--- src/rtl/noc_pkg.sv ---
// ----------------------------------------------------------------------------
// noc_pkg : flit-type encodings, arbiter state type and sizing helpers
// Rev 1.0
// ----------------------------------------------------------------------------
`default_nettype none

package noc_pkg;

  localparam int c_type_w = 2;

  localparam logic [c_type_w-1:0] c_flit_head     = 2'b10;
  localparam logic [c_type_w-1:0] c_flit_body     = 2'b00;
  localparam logic [c_type_w-1:0] c_flit_tail     = 2'b01;
  localparam logic [c_type_w-1:0] c_flit_headtail = 2'b11;

  typedef enum logic {
    IDLE   = 1'b0,
    LOCKED = 1'b1
  } arb_state_t;

  // Bits needed to index 'value' distinct items (ceil(log2(value))).
  function automatic int clogb2(input int value);
    int r;
    r = 0;
    while ((1 << r) < value) begin
      r = r + 1;
    end
    return r;
  endfunction

  // A flit that ends a packet releases the output lock.
  function automatic logic is_last(input logic [c_type_w-1:0] ftype);
    return (ftype == c_flit_tail) || (ftype == c_flit_headtail);
  endfunction

endpackage

`default_nettype wire

--- src/rtl/rr_arbiter.sv ---
// ----------------------------------------------------------------------------
// rr_arbiter : combinational round-robin pick, searching upward from ptr+1
// Rev 1.0
// ----------------------------------------------------------------------------
`default_nettype none

module rr_arbiter #(
  parameter int N     = 5,
  parameter int PTR_W = 3
) (
  input  logic [N-1:0]     i_req,
  input  logic [PTR_W-1:0] i_ptr,
  output logic [N-1:0]     o_grant
);

  logic w_found;

  always_comb begin : p_search
    logic [PTR_W-1:0] idx;
    o_grant = '0;
    w_found = 1'b0;
    idx     = '0;
    // Offset N wraps back to ptr itself, so the last winner is tried last.
    for (int k = 1; k <= N; k++) begin
      idx = PTR_W'((int'(i_ptr) + k) % N);
      if (!w_found && i_req[idx]) begin
        o_grant[idx] = 1'b1;
        w_found      = 1'b1;
      end
    end
  end

endmodule

`default_nettype wire

--- src/rtl/output_arbiter.sv ---
// ----------------------------------------------------------------------------
// output_arbiter : credit-based wormhole output arbiter with packet lock
// Rev 1.0
// ----------------------------------------------------------------------------
`default_nettype none

module output_arbiter
  import noc_pkg::*;
#(
  parameter int N_IN      = 5,
  parameter int FLIT_SIZE = 8,
  parameter int CREDITS   = 8
) (
  input  logic                               clk,
  input  logic                               rst,
  input  logic [N_IN-1:0]                    req_i,
  input  logic [N_IN*FLIT_SIZE-1:0]          flit_i,
  input  logic                               credit_i,
  output logic [N_IN-1:0]                    read_o,
  output logic [FLIT_SIZE-1:0]               flit_o,
  output logic                               valid_o,
  output logic [N_IN-1:0]                    grant_o,
  output logic [clogb2(CREDITS+1)-1:0]       credit_cnt_o
);

  localparam int c_ptr_w = (N_IN > 1) ? clogb2(N_IN) : 1;
  localparam int c_cnt_w = clogb2(CREDITS + 1);

  localparam logic [c_cnt_w-1:0] c_cred_max = c_cnt_w'(CREDITS);
  localparam logic [c_cnt_w-1:0] c_cnt_one  = c_cnt_w'(1);
  localparam logic [c_ptr_w-1:0] c_ptr_rst  = c_ptr_w'(N_IN - 1);

  arb_state_t             r_state;
  logic [c_ptr_w-1:0]     r_ptr;
  logic [c_ptr_w-1:0]     r_gidx;
  logic [N_IN-1:0]        r_grant;
  logic [FLIT_SIZE-1:0]   r_flit;
  logic                   r_valid;
  logic [c_cnt_w-1:0]     r_credit;

  logic [N_IN-1:0]        w_rr_grant;
  logic [c_ptr_w-1:0]     w_rr_idx;
  logic                   w_read_en;
  logic [FLIT_SIZE-1:0]   w_flit_sel;
  logic                   w_last;

  rr_arbiter #(
    .N     (N_IN),
    .PTR_W (c_ptr_w)
  ) u_rr_arbiter (
    .i_req   (req_i),
    .i_ptr   (r_ptr),
    .o_grant (w_rr_grant)
  );

  always_comb begin
    w_rr_idx = '0;
    for (int i = 0; i < N_IN; i++) begin
      if (w_rr_grant[i]) begin
        w_rr_idx = c_ptr_w'(i);
      end
    end
  end

  always_comb begin
    w_flit_sel = '0;
    for (int i = 0; i < N_IN; i++) begin
      if (r_gidx == c_ptr_w'(i)) begin
        w_flit_sel = flit_i[i*FLIT_SIZE +: FLIT_SIZE];
      end
    end
  end

  assign w_last = is_last(w_flit_sel[FLIT_SIZE-1 -: c_type_w]);

  // Pop is suppressed while reset is held so no buffer loses a flit.
  assign w_read_en = rst && (r_state == LOCKED) && req_i[r_gidx] && (r_credit != '0);

  always_comb begin
    read_o         = '0;
    read_o[r_gidx] = w_read_en;
  end

  always_ff @(posedge clk) begin
    if (!rst) begin
      r_state  <= IDLE;
      r_ptr    <= c_ptr_rst;
      r_gidx   <= '0;
      r_grant  <= '0;
      r_flit   <= '0;
      r_valid  <= 1'b0;
      r_credit <= c_cred_max;
    end else begin
      r_valid <= w_read_en;
      if (w_read_en) begin
        r_flit <= w_flit_sel;
      end

      // Pop and returned credit in the same cycle cancel out.
      if (w_read_en && !credit_i) begin
        r_credit <= r_credit - c_cnt_one;
      end else if (credit_i && !w_read_en && (r_credit != c_cred_max)) begin
        r_credit <= r_credit + c_cnt_one;
      end

      case (r_state)
        IDLE: begin
          if (|req_i) begin
            r_grant <= w_rr_grant;
            r_gidx  <= w_rr_idx;
            r_state <= LOCKED;
          end
        end
        LOCKED: begin
          if (w_read_en && w_last) begin
            r_state <= IDLE;
            r_ptr   <= r_gidx;
            r_grant <= '0;
          end
        end
        default: r_state <= IDLE;
      endcase
    end
  end

  assign grant_o      = r_grant;
  assign flit_o       = r_flit;
  assign valid_o      = r_valid;
  assign credit_cnt_o = r_credit;

endmodule

`default_nettype wire

--- config.mk ---
export PLATFORM = sky130hd
export DESIGN_NAME = output_arbiter
export DESIGN_NICKNAME = d
export VERILOG_FILES = /design/src/rtl/noc_pkg.sv /design/src/rtl/rr_arbiter.sv /design/src/rtl/output_arbiter.sv
export SDC_FILE = /design/constraint.sdc
export NUM_CORES = 1
export LEC_CHECK = 0
export CORE_MARGIN = 4
export CORE_UTILIZATION = 53
export DETAILED_ROUTE_END_ITERATION = 12
export GPL_TIMING_DRIVEN = 0
export PLACE_DENSITY = 0.82
export SYNTH_ARGS = -nofsm -noshare
export SYNTH_HDL_FRONTEND = slang
export SYNTH_SLANG_ARGS = --single-unit
--- constraint.sdc ---
create_clock -name clk -period 5.8 [get_ports clk]
set_clock_uncertainty 0.15 [all_clocks]
set_input_delay 0.58 -clock clk [delete_from_list [all_inputs] [get_ports clk]]
set_output_delay 0.58 -clock clk [all_outputs]
set_load 0.01 [all_outputs]
==> impl_metrics.json <==
{
  "design.portCount": 71,
  "cts_hold_repair.buffers": 0,
  "first_global_vias": 3514,
  "tritoncts.num_buffers": 3,
  "hold_path_startpoint": "grant_o[1]$_SDFFE_PN0P_",
  "slew_headroom_pct": 30.3,
  "fp-row-count": 29,
  "final_layout_size_suffix_gt1_share_pct": 10.3,
  "max_clock_freq_mhz": 185,
  "synth_async_sr_flop_share_pct": 0,
  "cts_tree": "yes",
  "io_buffers": 68,
  "timing.rr.start": "r_ptr[0]$_SDFFE_PN0P_",
  "die_height_um": 88.8,
  "viasPerCell": 6.47,
  "drt-wirelength-per-cell_um": 18.3,
  "worst_path_required_time_ns": 5.85,
  "clk_transition_reported_paths_ns": 0.09,
  "timing_worst_setup_path_type": "reg2reg",
  "synthesis.yosys.warnings": 0,
  "synth-xor-area-share_pct": 3.69,
  "min-delay-path-class": "reg2reg",
  "grt_setup_unrepaired": "false",
  "vias": 3882,
  "tightestPinTransition_ns": 1.04,
  "seq_area_frac_synth_pct": 14.5,
  "drt_antenna_net_count": 0,
  "synthesis.instances": 447,
  "portion_of_netlist_area_occupied_by_mux_cells_pct": 11.6,
  "routed_wl_um": 11000,
  "synth_adder_area_share_pct": 11.0,
  "cp_capture_type": "flip-flop",
  "effective_utilization_at_floorplan_pct": 54.4,
  "hold_violations": 0,
  "synth_flop_cell": "dfxtp_1",
  "finalCritPeriodShare_pct": 93.3,
  "clk_root_buffer_cell": "clkbuf_8",
  "routabilityCongestion": 0.968,
  "final.min_clock_period_ns": 5.41,
  "peak_supply_drop_mv": 0.170,
  "hpwl_um": 8670,
  "globalRoute.totalOverflow": 0,
  "global_route.usage.total_pct": 26.6,
  "drc": 0,
  "synth_simple_gate_area_share_pct": 24.4,
  "synth.avg_cell_area_um2": 7.73,
  "cts_buffer_depth": 2,
  "power_per_cell_area_nw_per_um2": 134,
  "setup_slack_ns": 0.389,
  "drt_pre_antenna_iters": 7,
  "critical_path_peak_fanout": 13,
  "whs_ns": 0.333,
  "areaGrowthSynthToFinish_pct": 25.9,
  "final-max-slew-violation-count": 0,
  "cap_violations": 0,
  "detailedPlace.worstSlack_ns": -0.397,
  "worst_setup_path_start_kind": "flip-flop",
  "n_antenna_cell": 0,
  "cts-htree-levels": 1,
  "floorplan.die_area_um2": 7880,
  "core-area_um2": 6350,
  "outcome": "completed",
  "antenna_found_initial": 0,
  "clock_insertion_delay_worst_skew_ns": 0.27,
  "synth.lib_cells_used.distinct": 80,
  "grt_max_degree": 15,
  "mappedNetlistNets": 524,
  "wire_length_of_the_first_global_routing_pass_um": 16800,
  "drt_iter0_drc": 315,
  "setup_viol_count_final": 0,
  "flops_latches_synth": 25,
  "layout.nets": 601,
  "numClockSinks": 25,
  "cp_data_arrival_time_ns": 5.46,
  "post_synth_edffs": 0,
  "largest_family_of_logic_cells_by_synthesized_area": "compound AO/OA/AOI/OAI gates",
  "die-width_um": 88.8,
  "leakagePower_nw": 1.64,
  "syn_area_um2": 3460,
  "synth-compound-area-share_pct": 27.6,
  "power.total_w": 0.000582,
  "worst_setup_path_startpoint": "r_ptr[0]$_SDFFE_PN0P_"
}
## metrics by stage
step                util, %  cells  instance area [µm²]  setup TNS (ns)
global route           68.5    600                 4350               0
finish                 68.5    600                 4350               0
global placement       66.7    592                 4230           -1.76
detailed placement     66.7    592                 4230           -2.34
CTS                    67.3    595                 4280               0
floorplan                 -    447                 3460               0
## worst max-delay path: stages (launching register included)
cell and delay (ns):
dfxtp_1 0.45, buf_2 0.26, clkinvlp_4 0.22, buf_2 0.28
ha_4 0.20, buf_2 0.16, xor2_2 0.38, ha_1 0.27
nor2_1 0.08, a211o_1 0.33, and2_1 0.20, inv_1 0.10
ha_1 0.28, nor2b_1 0.29, nand2_1 0.07, or4_1 0.40
a31oi_1 0.27, o21ai_1 0.12, and2_1 0.18, a211oi_2 0.35
o21ai_0 0.15, a21oi_1 0.14
## power by group
group	internal, W	switching (W)	total [W]
sequential	0.000187	0.0000138	0.000201
clock	0.0000481	0.0000548	0.000103
combinational	0.000134	0.000144	0.000278
total	0.000369	0.000213	0.000582
## cell families after synthesis
family          count (synthesis)
compound gates                129
flops                          25
buf+inv                        62
simple gates                  162
fa+ha+maj                      30
mux                            27
xor+xnor                       12
## sequential cells by signal (all words and copies together), names as in the netlist
signal,cells
flit_o,8
grant_o,5
credit_cnt_o,4
r_gidx,3
r_ptr,3
r_state,1
valid_o,1
## Yosys cell counts (3+ instances only)
cell type	number	area, µm²
a211o_1	6	52.6
a211oi_1	8	60.1
a21boi_0	4	30.0
a21o_1	3	22.5
a21oi_1	20	100
a221oi_1	6	52.6
a22oi_1	5	37.5
a31oi_1	11	68.8
and2_1	6	37.5
and3_1	7	43.8
buf_1	3	11.3
buf_2	6	30.0
clkbuf_1	19	71.3
dfxtp_1	25	500
ha_1	28	350
inv_1	28	105
mux2_2	4	45.0
mux2i_1	13	130
mux4_2	10	225
nand2_1	31	116
nand2b_1	6	37.5
nand3_1	11	55.1
nor2_1	43	161
nor2b_1	5	31.3
nor3_1	23	115
nor3b_1	3	22.5
nor4_1	7	43.8
nor4b_1	3	26.3
o211ai_1	6	45.0
o21a_1	4	30.0
o21ai_0	17	85.1
o22ai_1	3	18.8
o31ai_1	3	22.5
o41ai_1	3	26.3
xnor2_1	7	61.3
## final cells by class
cell class	instances	area [µm²]
inverters	31	120
clock buffers	3	41.3
clock inverters	1	5.00
plain buffers	29	126
fillers	539	2000
well taps	77	96.3
multi-input cells	360	2730
flip-flops and latches	25	500
repair buffers	74	726
## what timing repair did
| item | CTS | global route |
|---|---|---|
| setup buffers | 0 | 6 |
| endpoints found under the hold margin | 0 | 0 |
| gates resized for setup | 1 | 6 |
| setup endpoints to repair | 8 | 8 |
## final timing paths
| kind | slack, ns | cells past startpoint | endpoint |
|---|---|---|---|
| worst min-delay path | 0.33 | 2 | grant_o[1]$_SDFFE_PN0P_ |
| worst min register to register | 0.33 | 2 | grant_o[1]$_SDFFE_PN0P_ |
| worst max-delay path | 0.39 | 21 | r_gidx[0]$_SDFFE_PN0P_ |
| worst max register to register | 0.39 | 21 | r_gidx[0]$_SDFFE_PN0P_ |
## cell usage in the layout, fill, tap and decap left out, types with 7 or more instances in the layout
| cell type | count |
|---|---|
| dfxtp_1 | 25 |
| o21ai_0 | 17 |
| clkbuf_1 | 17 |
| nor2_1 | 43 |
| ha_1 | 27 |
| clkdlybuf4s50_1 | 68 |
| nand2_1 | 31 |
| buf_4 | 8 |
| and3_1 | 7 |
| a31oi_1 | 11 |
| nand3_1 | 11 |
| mux2i_1 | 13 |
| inv_1 | 27 |
| a211oi_1 | 8 |
| mux4_2 | 10 |
| nor3_1 | 23 |
| a21oi_1 | 20 |
| xnor2_1 | 7 |
| buf_2 | 7 |
## routing by layer
layer / global-route usage (%) / wire length [µm]
met5: 0 / 0
met4: 4.95 / 122
met3: 2.89 / 722
met2: 44.0 / 5460
met1: 37.5 / 4690
Power figures use the tool's default switching activity.
